==> src/rtl/node_port_pkg.sv <==
// Shared link types for the node/router byte-serial port: packet layout and FSM encodings.
package RouterPkg;

    localparam int unsigned PKT_BYTES = 4;

    typedef struct packed {
        logic [3:0]  src;
        logic [3:0]  dest;
        logic [23:0] data;
    } pkt_t;

    typedef enum logic [2:0] {TX_IDLE, TX_B0, TX_B1, TX_B2, TX_B3} txst_t;
    typedef enum logic [1:0] {RX_IDLE, RX_B1, RX_B2, RX_B3} rxst_t;

    // Byte idx of the link image, byte 0 being the most significant.
    function automatic logic [7:0] pkt_byte(input pkt_t p, input logic [1:0] idx);
        logic [31:0] w;
        w = p;
        case (idx)
            2'd0:    return w[31:24];
            2'd1:    return w[23:16];
            2'd2:    return w[15:8];
            default: return w[7:0];
        endcase
    endfunction

endpackage

==> src/rtl/node_port_tx_fifo.sv <==
// TX packet FIFO for node_port: power-of-two depth; a push while full is accepted when a pop
// happens in the same cycle.
module node_tx_fifo
    import RouterPkg::*;
#(
    parameter int unsigned DEPTH = 4,
    localparam int unsigned AW = $clog2(DEPTH)
) (
    input  logic        clk_i,
    input  logic        rst_ni,
    input  logic        push_i,
    input  logic        pop_i,
    input  pkt_t        wdata_i,
    output pkt_t        rdata_o,
    output logic        full_o,
    output logic        empty_o,
    output logic [AW:0] level_o
);

    pkt_t          mem_q [DEPTH];
    logic [AW-1:0] wptr_q, rptr_q;
    logic [AW:0]   level_q;
    logic          do_push, do_pop;

    assign full_o  = (level_q == (AW+1)'(DEPTH));
    assign empty_o = (level_q == '0);
    assign level_o = level_q;
    assign rdata_o = mem_q[rptr_q];
    assign do_pop  = pop_i & ~empty_o;
    assign do_push = push_i & (~full_o | do_pop);

    always_ff @(posedge clk_i) begin
        if (do_push) mem_q[wptr_q] <= wdata_i;
    end

    always_ff @(posedge clk_i or negedge rst_ni) begin
        if (!rst_ni) begin
            wptr_q  <= '0;
            rptr_q  <= '0;
            level_q <= '0;
        end else begin
            if (do_push) wptr_q <= wptr_q + AW'(1);
            if (do_pop)  rptr_q <= rptr_q + AW'(1);
            case ({do_push, do_pop})
                2'b10:   level_q <= level_q + (AW+1)'(1);
                2'b01:   level_q <= level_q - (AW+1)'(1);
                default: level_q <= level_q;
            endcase
        end
    end

endmodule

==> src/rtl/node_port.sv <==
// Node-side router link endpoint: TX FIFO + byte serializer, RX byte deserializer + holding register.
// Optional NODE_PORT_STATS_EN adds saturating packet counters and a TX source-id check into err_rx.
module node_port
    import RouterPkg::*;
#(
    parameter int unsigned NODEID   = 0,
    parameter int unsigned TX_DEPTH = 4
) (
    input  logic        clock,
    input  logic        reset_n,
    input  logic [31:0] tx_pkt,
    input  logic        tx_valid,
    output logic        tx_ready,
    output logic [31:0] rx_pkt,
    output logic        rx_valid,
    input  logic        rx_ready,
    input  logic        free_inbound,
    output logic        put_inbound,
    output logic [7:0]  payload_inbound,
    output logic        free_outbound,
    input  logic        put_outbound,
    input  logic [7:0]  payload_outbound,
    output logic [15:0] tx_count,
    output logic [15:0] rx_count,
    output logic        err_rx
);

    localparam int unsigned AW = $clog2(TX_DEPTH);
    localparam int unsigned SW = (PKT_BYTES - 1) * 8;

    if (TX_DEPTH < 2 || (TX_DEPTH & (TX_DEPTH - 1)) != 0 || NODEID > 15) begin : g_param_check
        $error("node_port: TX_DEPTH must be a power of 2 >= 2 and NODEID must fit 4 bits");
    end

    txst_t       tx_state_q, tx_state_d;
    pkt_t        head;
    logic        fifo_full, fifo_empty, push, pop, more_queued, src_err;
    logic [AW:0] fifo_level;

    assign pop         = (tx_state_q == TX_B3);
    assign push        = tx_valid & tx_ready;
    // A full FIFO still takes a push in the cycle byte 3 pops its head.
    assign tx_ready    = ~fifo_full | pop;
    assign more_queued = (fifo_level > (AW+1)'(1));

    node_tx_fifo #(.DEPTH(TX_DEPTH)) u_fifo (
        .clk_i   (clock),
        .rst_ni  (reset_n),
        .push_i  (push),
        .pop_i   (pop),
        .wdata_i (pkt_t'(tx_pkt)),
        .rdata_o (head),
        .full_o  (fifo_full),
        .empty_o (fifo_empty),
        .level_o (fifo_level)
    );

    always_ff @(posedge clock or negedge reset_n) begin
        if (!reset_n) tx_state_q <= TX_IDLE;
        else          tx_state_q <= tx_state_d;
    end

    always_comb begin
        tx_state_d = tx_state_q;
        unique case (tx_state_q)
            TX_IDLE: if (!fifo_empty && free_inbound) tx_state_d = TX_B0;
            TX_B0:   tx_state_d = TX_B1;
            TX_B1:   tx_state_d = TX_B2;
            TX_B2:   tx_state_d = TX_B3;
            TX_B3:   tx_state_d = (more_queued && free_inbound) ? TX_B0 : TX_IDLE;
            default: tx_state_d = TX_IDLE;
        endcase
    end

    always_comb begin
        put_inbound     = 1'b0;
        payload_inbound = '0;
        unique case (tx_state_q)
            TX_B0:   begin put_inbound = 1'b1; payload_inbound = pkt_byte(head, 2'd0); end
            TX_B1:   begin put_inbound = 1'b1; payload_inbound = pkt_byte(head, 2'd1); end
            TX_B2:   begin put_inbound = 1'b1; payload_inbound = pkt_byte(head, 2'd2); end
            TX_B3:   begin put_inbound = 1'b1; payload_inbound = pkt_byte(head, 2'd3); end
            default: ;
        endcase
    end

    rxst_t         rx_state_q, rx_state_d;
    logic [SW-1:0] shift_q;
    pkt_t          hold_q;
    logic          rx_valid_q, rx_valid_d, free_q, drop_q, drop_d, err_q, err_d;
    logic          rx_abort, rx_done, rx_overrun, rx_load;

    always_ff @(posedge clock or negedge reset_n) begin
        if (!reset_n) rx_state_q <= RX_IDLE;
        else          rx_state_q <= rx_state_d;
    end

    always_comb begin
        rx_state_d = RX_IDLE;
        unique case (rx_state_q)
            RX_IDLE: rx_state_d = put_outbound ? RX_B1 : RX_IDLE;
            RX_B1:   rx_state_d = put_outbound ? RX_B2 : RX_IDLE;
            RX_B2:   rx_state_d = put_outbound ? RX_B3 : RX_IDLE;
            default: rx_state_d = RX_IDLE;
        endcase
    end

    always_comb begin
        rx_abort   = (rx_state_q != RX_IDLE) && !put_outbound;
        rx_done    = (rx_state_q == RX_B3) && put_outbound;
        rx_overrun = (rx_state_q == RX_IDLE) && put_outbound && rx_valid_q;
        rx_load    = rx_done && !drop_q;
        // Overrun is decided at byte 0; the rest of that packet is received and discarded.
        drop_d     = ((rx_state_q == RX_IDLE) && put_outbound) ? rx_valid_q : drop_q;
        rx_valid_d = rx_load ? 1'b1 : (rx_valid_q && rx_ready) ? 1'b0 : rx_valid_q;
        err_d      = err_q | rx_abort | rx_overrun | src_err;
    end

    always_ff @(posedge clock or negedge reset_n) begin
        if (!reset_n) begin
            shift_q    <= '0;
            hold_q     <= '0;
            rx_valid_q <= 1'b0;
            free_q     <= 1'b1;
            drop_q     <= 1'b0;
            err_q      <= 1'b0;
        end else begin
            if (put_outbound) shift_q <= {shift_q[SW-9:0], payload_outbound};
            if (rx_load)      hold_q  <= {shift_q, payload_outbound};
            rx_valid_q <= rx_valid_d;
            free_q     <= ~rx_valid_q;
            drop_q     <= drop_d;
            err_q      <= err_d;
        end
    end

    assign rx_pkt        = hold_q;
    assign rx_valid      = rx_valid_q;
    assign free_outbound = free_q;
    assign err_rx        = err_q;

`ifdef NODE_PORT_STATS_EN
    localparam logic [3:0] NODE_SRC = 4'(NODEID);
    logic [15:0] tx_cnt_q, rx_cnt_q;

    assign src_err = pop && (head.src != NODE_SRC);

    always_ff @(posedge clock or negedge reset_n) begin
        if (!reset_n) begin
            tx_cnt_q <= '0;
            rx_cnt_q <= '0;
        end else begin
            if (pop && tx_cnt_q != '1)     tx_cnt_q <= tx_cnt_q + 16'd1;
            if (rx_load && rx_cnt_q != '1) rx_cnt_q <= rx_cnt_q + 16'd1;
        end
    end

    assign tx_count = tx_cnt_q;
    assign rx_count = rx_cnt_q;
`else
    assign src_err  = 1'b0;
    assign tx_count = '0;
    assign rx_count = '0;
`endif

endmodule

==> config.mk <==
export PLATFORM = sky130hd
export DESIGN_NAME = node_port
export DESIGN_NICKNAME = d
export VERILOG_FILES = /design/src/rtl/node_port_pkg.sv /design/src/rtl/node_port_tx_fifo.sv /design/src/rtl/node_port.sv
export SDC_FILE = /design/constraint.sdc
export NUM_CORES = 1
export LEC_CHECK = 0
export ABC_AREA = 1
export CORE_MARGIN = 4
export CORE_UTILIZATION = 46
export CTS_CLUSTER_SIZE = 10
export DETAILED_ROUTE_END_ITERATION = 16
export DONT_BUFFER_PORTS = 1
export PLACE_DENSITY = 0.63
export SYNTH_ARGS = -nofsm -noshare
export SYNTH_HDL_FRONTEND = slang
export SYNTH_SLANG_ARGS = --single-unit
==> constraint.sdc <==
create_clock -name clock -period 2.88 [get_ports clock]
set_input_delay 0.576 -clock clock [delete_from_list [all_inputs] [get_ports clock]]
set_output_delay 0.576 -clock clock [all_outputs]
set_load 0.1 [all_outputs]
==> summary.md <==
| Metric | Value |
|---|---|
| Mean Syn Cell Area | `9.73 um2` |
| # nets final | `977` |
| Setup TNS | `0 ns` |
| Worst setup path class | `flop to output port` |
| Worst-path clk slew | `0.07 ns` |
| Number of remaining DRC errors | `0` |
| Largest net degree at the start of global routing | `73` |
| Sequential element share of the synthesized area | `63.5%` |
| Detail-routed via count per cell | `4.56` |
| Clk_skew | `0.00626 ns` |
| F_max | `372 MHz` |
| Pre-CTS setup slack | `0.600 ns` |
| Max_slew headroom | `37.2%` |
| Layout cells sized above 1 | `8.24%` |
| Crit share post-route | `93.3%` |
| LEAKAGE | `4.65 nW` |
| Placer Congestion | `0.774` |
| First-pass GRT wire length | `27.3 mm` |
| Worst setup SP type | `flop` |
| Die area | `21,600 um2` |
| Setup violators final | `0` |
| DRT antenna net count | `0` |
| Hold Vio Cnt, Final | `0` |
| Hold WC Path Type | `primary input to async pin` |
| DR pass1 iterations | `4` |
| Dpl hpwl | `11.2 mm` |
| CTS buffer count | `17` |
| Crit-path max FO | `22` |
| Total gr overflow | `0` |
| Core area | `18,800 um2` |
| Gate Count Post-Synth | `914` |
| Iter 0 DRT Violations | `193` |
| RSZ-0062 raised after global routing | `no` |
| Die span in x | `147 um` |
| DR WL/cell | `14.3 um` |
| Yosys Warn Count | `0` |
| Chip height | `147 um` |
| Area of the multi-input gates | `2160 um2` |
| PortBufs | `0` |
| Synth unique cells | `25` |
| Area growth, synth to finish | `10.3%` |
| Initial Utilization | `47.2%` |
| Global Route Usage Sum | `16.2%` |
| Filler cells | `1,700` |
| CP Capture Type | `output port` |
| Reg-to-Reg Start | `u_fifo.level_o[0]` |
| CP arrival | `2.11 ns` |
| N_diodes | `0` |
| Critical Path Source | `u_fifo.rptr_q[0]` |
| TritonCTS clock tree | `done` |
| Pwr/cell area | `1170 nW/um2` |
| Min Tclk post-route | `2.69 ns` |
| Clock sink count | `200` |
| Number of I/O pins | `123` |
| WP data required | `2.30 ns` |
| Post-synthesis cell area | `8890 um2` |
| Main synth FF type | `edfxtp_1` |
| Initial antenna violation count | `0` |
| Worst-Margin Slew | `0.942 ns` |
| Root buffer cell | `clkbuf_16` |
| Sequential Area | `5650 um2` |
| Number of synthesized register bits | `200` |
| Overall Power | `11.5 mW` |
| Clk_lat worst skew | `0.42 ns` |
| Final Max Slew Viols | `0` |
| Maximum clock insertion buffer count | `2` |
| Peak supply drop | `0.693 mV` |
| Setup WS post-layout | `0.192 ns` |
| Routed Wire Length | `17.1 mm` |
| Total number of vias | `5,453` |
| Vias in the first global route | `5,358` |
| Max Cap Viol | `0` |
| Status | `finished, final reports clean` |
| Htree depth | `4` |
| Number of synthesized flops with an enable pin | `128` |
| Ys async rst share | `36.0%` |
| FP Rows | `50` |
-- worst paths after layout --
kind                                  endpoint  slack, ns  cells past startpoint
max                         payload_inbound[1]       0.19                     10
min                                  rx_pkt[8]       0.03                      1
max reg2reg                u_fifo.mem_q[1][10]       0.81                      6
min reg2reg                        shift_q[17]       0.48                      2
max in group asynchronous        free_outbound       2.52                      1
min in group clock                    rx_valid       0.24                      1
-- final cells by class --
| type | count | share of cell area [%] |
|---|---|---|
| Inverter | 198 | 7.58 |
| Multi-Input combinational cell | 482 | 22.0 |
| Sequential cell | 200 | 57.6 |
| Timing Repair Buffer | 23 | 3.41 |
| Clock inverter | 12 | 0.995 |
| Tap cell | 260 | 3.32 |
| Clock buffer | 20 | 5.10 |
-- flip-flops by register name, indices dropped and copies added (netlist names) --
name            count
drop_q              1
err_rx              1
free_outbound       1
rx_pkt             32
rx_state_q          2
rx_valid            1
shift_q            24
tx_state_q          3
u_fifo.level_o      3
u_fifo.mem_q      128
u_fifo.rptr_q       2
u_fifo.wptr_q       2
-- power breakdown --
| group | switching, mW | internal (mW) |
|---|---|---|
| clock | 1.07 | 1.29 |
| sequential | 1.30 | 3.68 |
| combinational | 2.94 | 1.23 |
| total | 5.31 | 6.20 |
-- critical path: stages (launching register included) --
cell	delay, ns
dfrtp_2	0.41
inv_2	0.25
buf_4	0.33
nand2_1	0.08
nand3_1	0.07
nand2_1	0.07
nand2_1	0.07
nand2_1	0.05
inv_1	0.06
nand2_1	0.11
buf_12	0.19
-- cells in the final DEF (no fill, tap or decap), drive strengths merged --
master and count:
a21oi 3, buf 23, clkbuf 20, clkinv 4, conb 32, dfrtp 71, dfstp 1, edfxtp 128
ha 9, inv 206, nand2 282, nand3 68, nor2 17, nor3 2, o21ai 62, or2 1
xnor2 2, xor2 4
-- kinds of logic (layout without fill, tap and decap cells) --
group                    after synthesis  count (layout)  share of synthesized area (%)
AND/OR/NAND/NOR                      370             370                           17.0
buffers and inverters                263             253                           13.9
flip-flops                           200             200                           63.5
AO/OA/AOI/OAI                         65              65                           3.66
adder cells (fa/ha/maj)                9               9                           1.27
XOR/XNOR                               6               6                          0.591
other                                  1              32                         0.0422
-- cells in the mapped netlist, types with 2 or more instances --
| cell | number | share of area [%] |
|---|---|---|
| a21oi_1 | 3 | 0.17 |
| buf_2 | 10 | 0.56 |
| buf_4 | 34 | 2.9 |
| buf_6 | 15 | 1.9 |
| clkbuf_1 | 6 | 0.25 |
| dfrtp_1 | 71 | 20 |
| edfxtp_1 | 128 | 43 |
| ha_1 | 9 | 1.3 |
| inv_1 | 192 | 8.1 |
| inv_2 | 6 | 0.25 |
| nand2_1 | 279 | 12 |
| nand2_2 | 3 | 0.21 |
| nand3_1 | 67 | 3.8 |
| nor2_1 | 12 | 0.51 |
| nor2_2 | 3 | 0.21 |
| nor2_4 | 2 | 0.25 |
| nor3_1 | 2 | 0.11 |
| o21ai_0 | 40 | 2.3 |
| o21ai_1 | 22 | 1.2 |
| xnor2_1 | 2 | 0.20 |
| xor2_1 | 4 | 0.39 |
-- metal layers --
layer	vias up	global-route usage, %	share of wire, %
li1	2757	-	-
met1	2540	20.0	42
met2	144	27.3	48
met3	12	6.23	8.7
met4	0	3.45	1.0
met5	-	0	0
-- what timing repair did --
| action | in CTS | in global routing |
|---|---|---|
| buffers inserted | 0 | 0 |
| resized for setup | 0 | 1 |
| hold buffers | 1 | 0 |
| setup endpoints to repair | 0 | 1 |
| hold endpoints to repair | 72 | 0 |
-- metrics by stage --
step | hold slack, ns | cell area (um2) | instances | utilization [%]
2_1_floorplan | 0.280 | 9010 | 945 | -
3_3_place_gp | 0.283 | 9180 | 1162 | 48.7
3_5_place_dp | 0.282 | 9180 | 1162 | 48.7
4_1_cts | 0.0294 | 9800 | 1195 | 52.1
5_1_grt | 0.0300 | 9810 | 1195 | 52.1
6_report | 0.0268 | 9810 | 1195 | 52.1
Power figures use the tool's default switching activity.
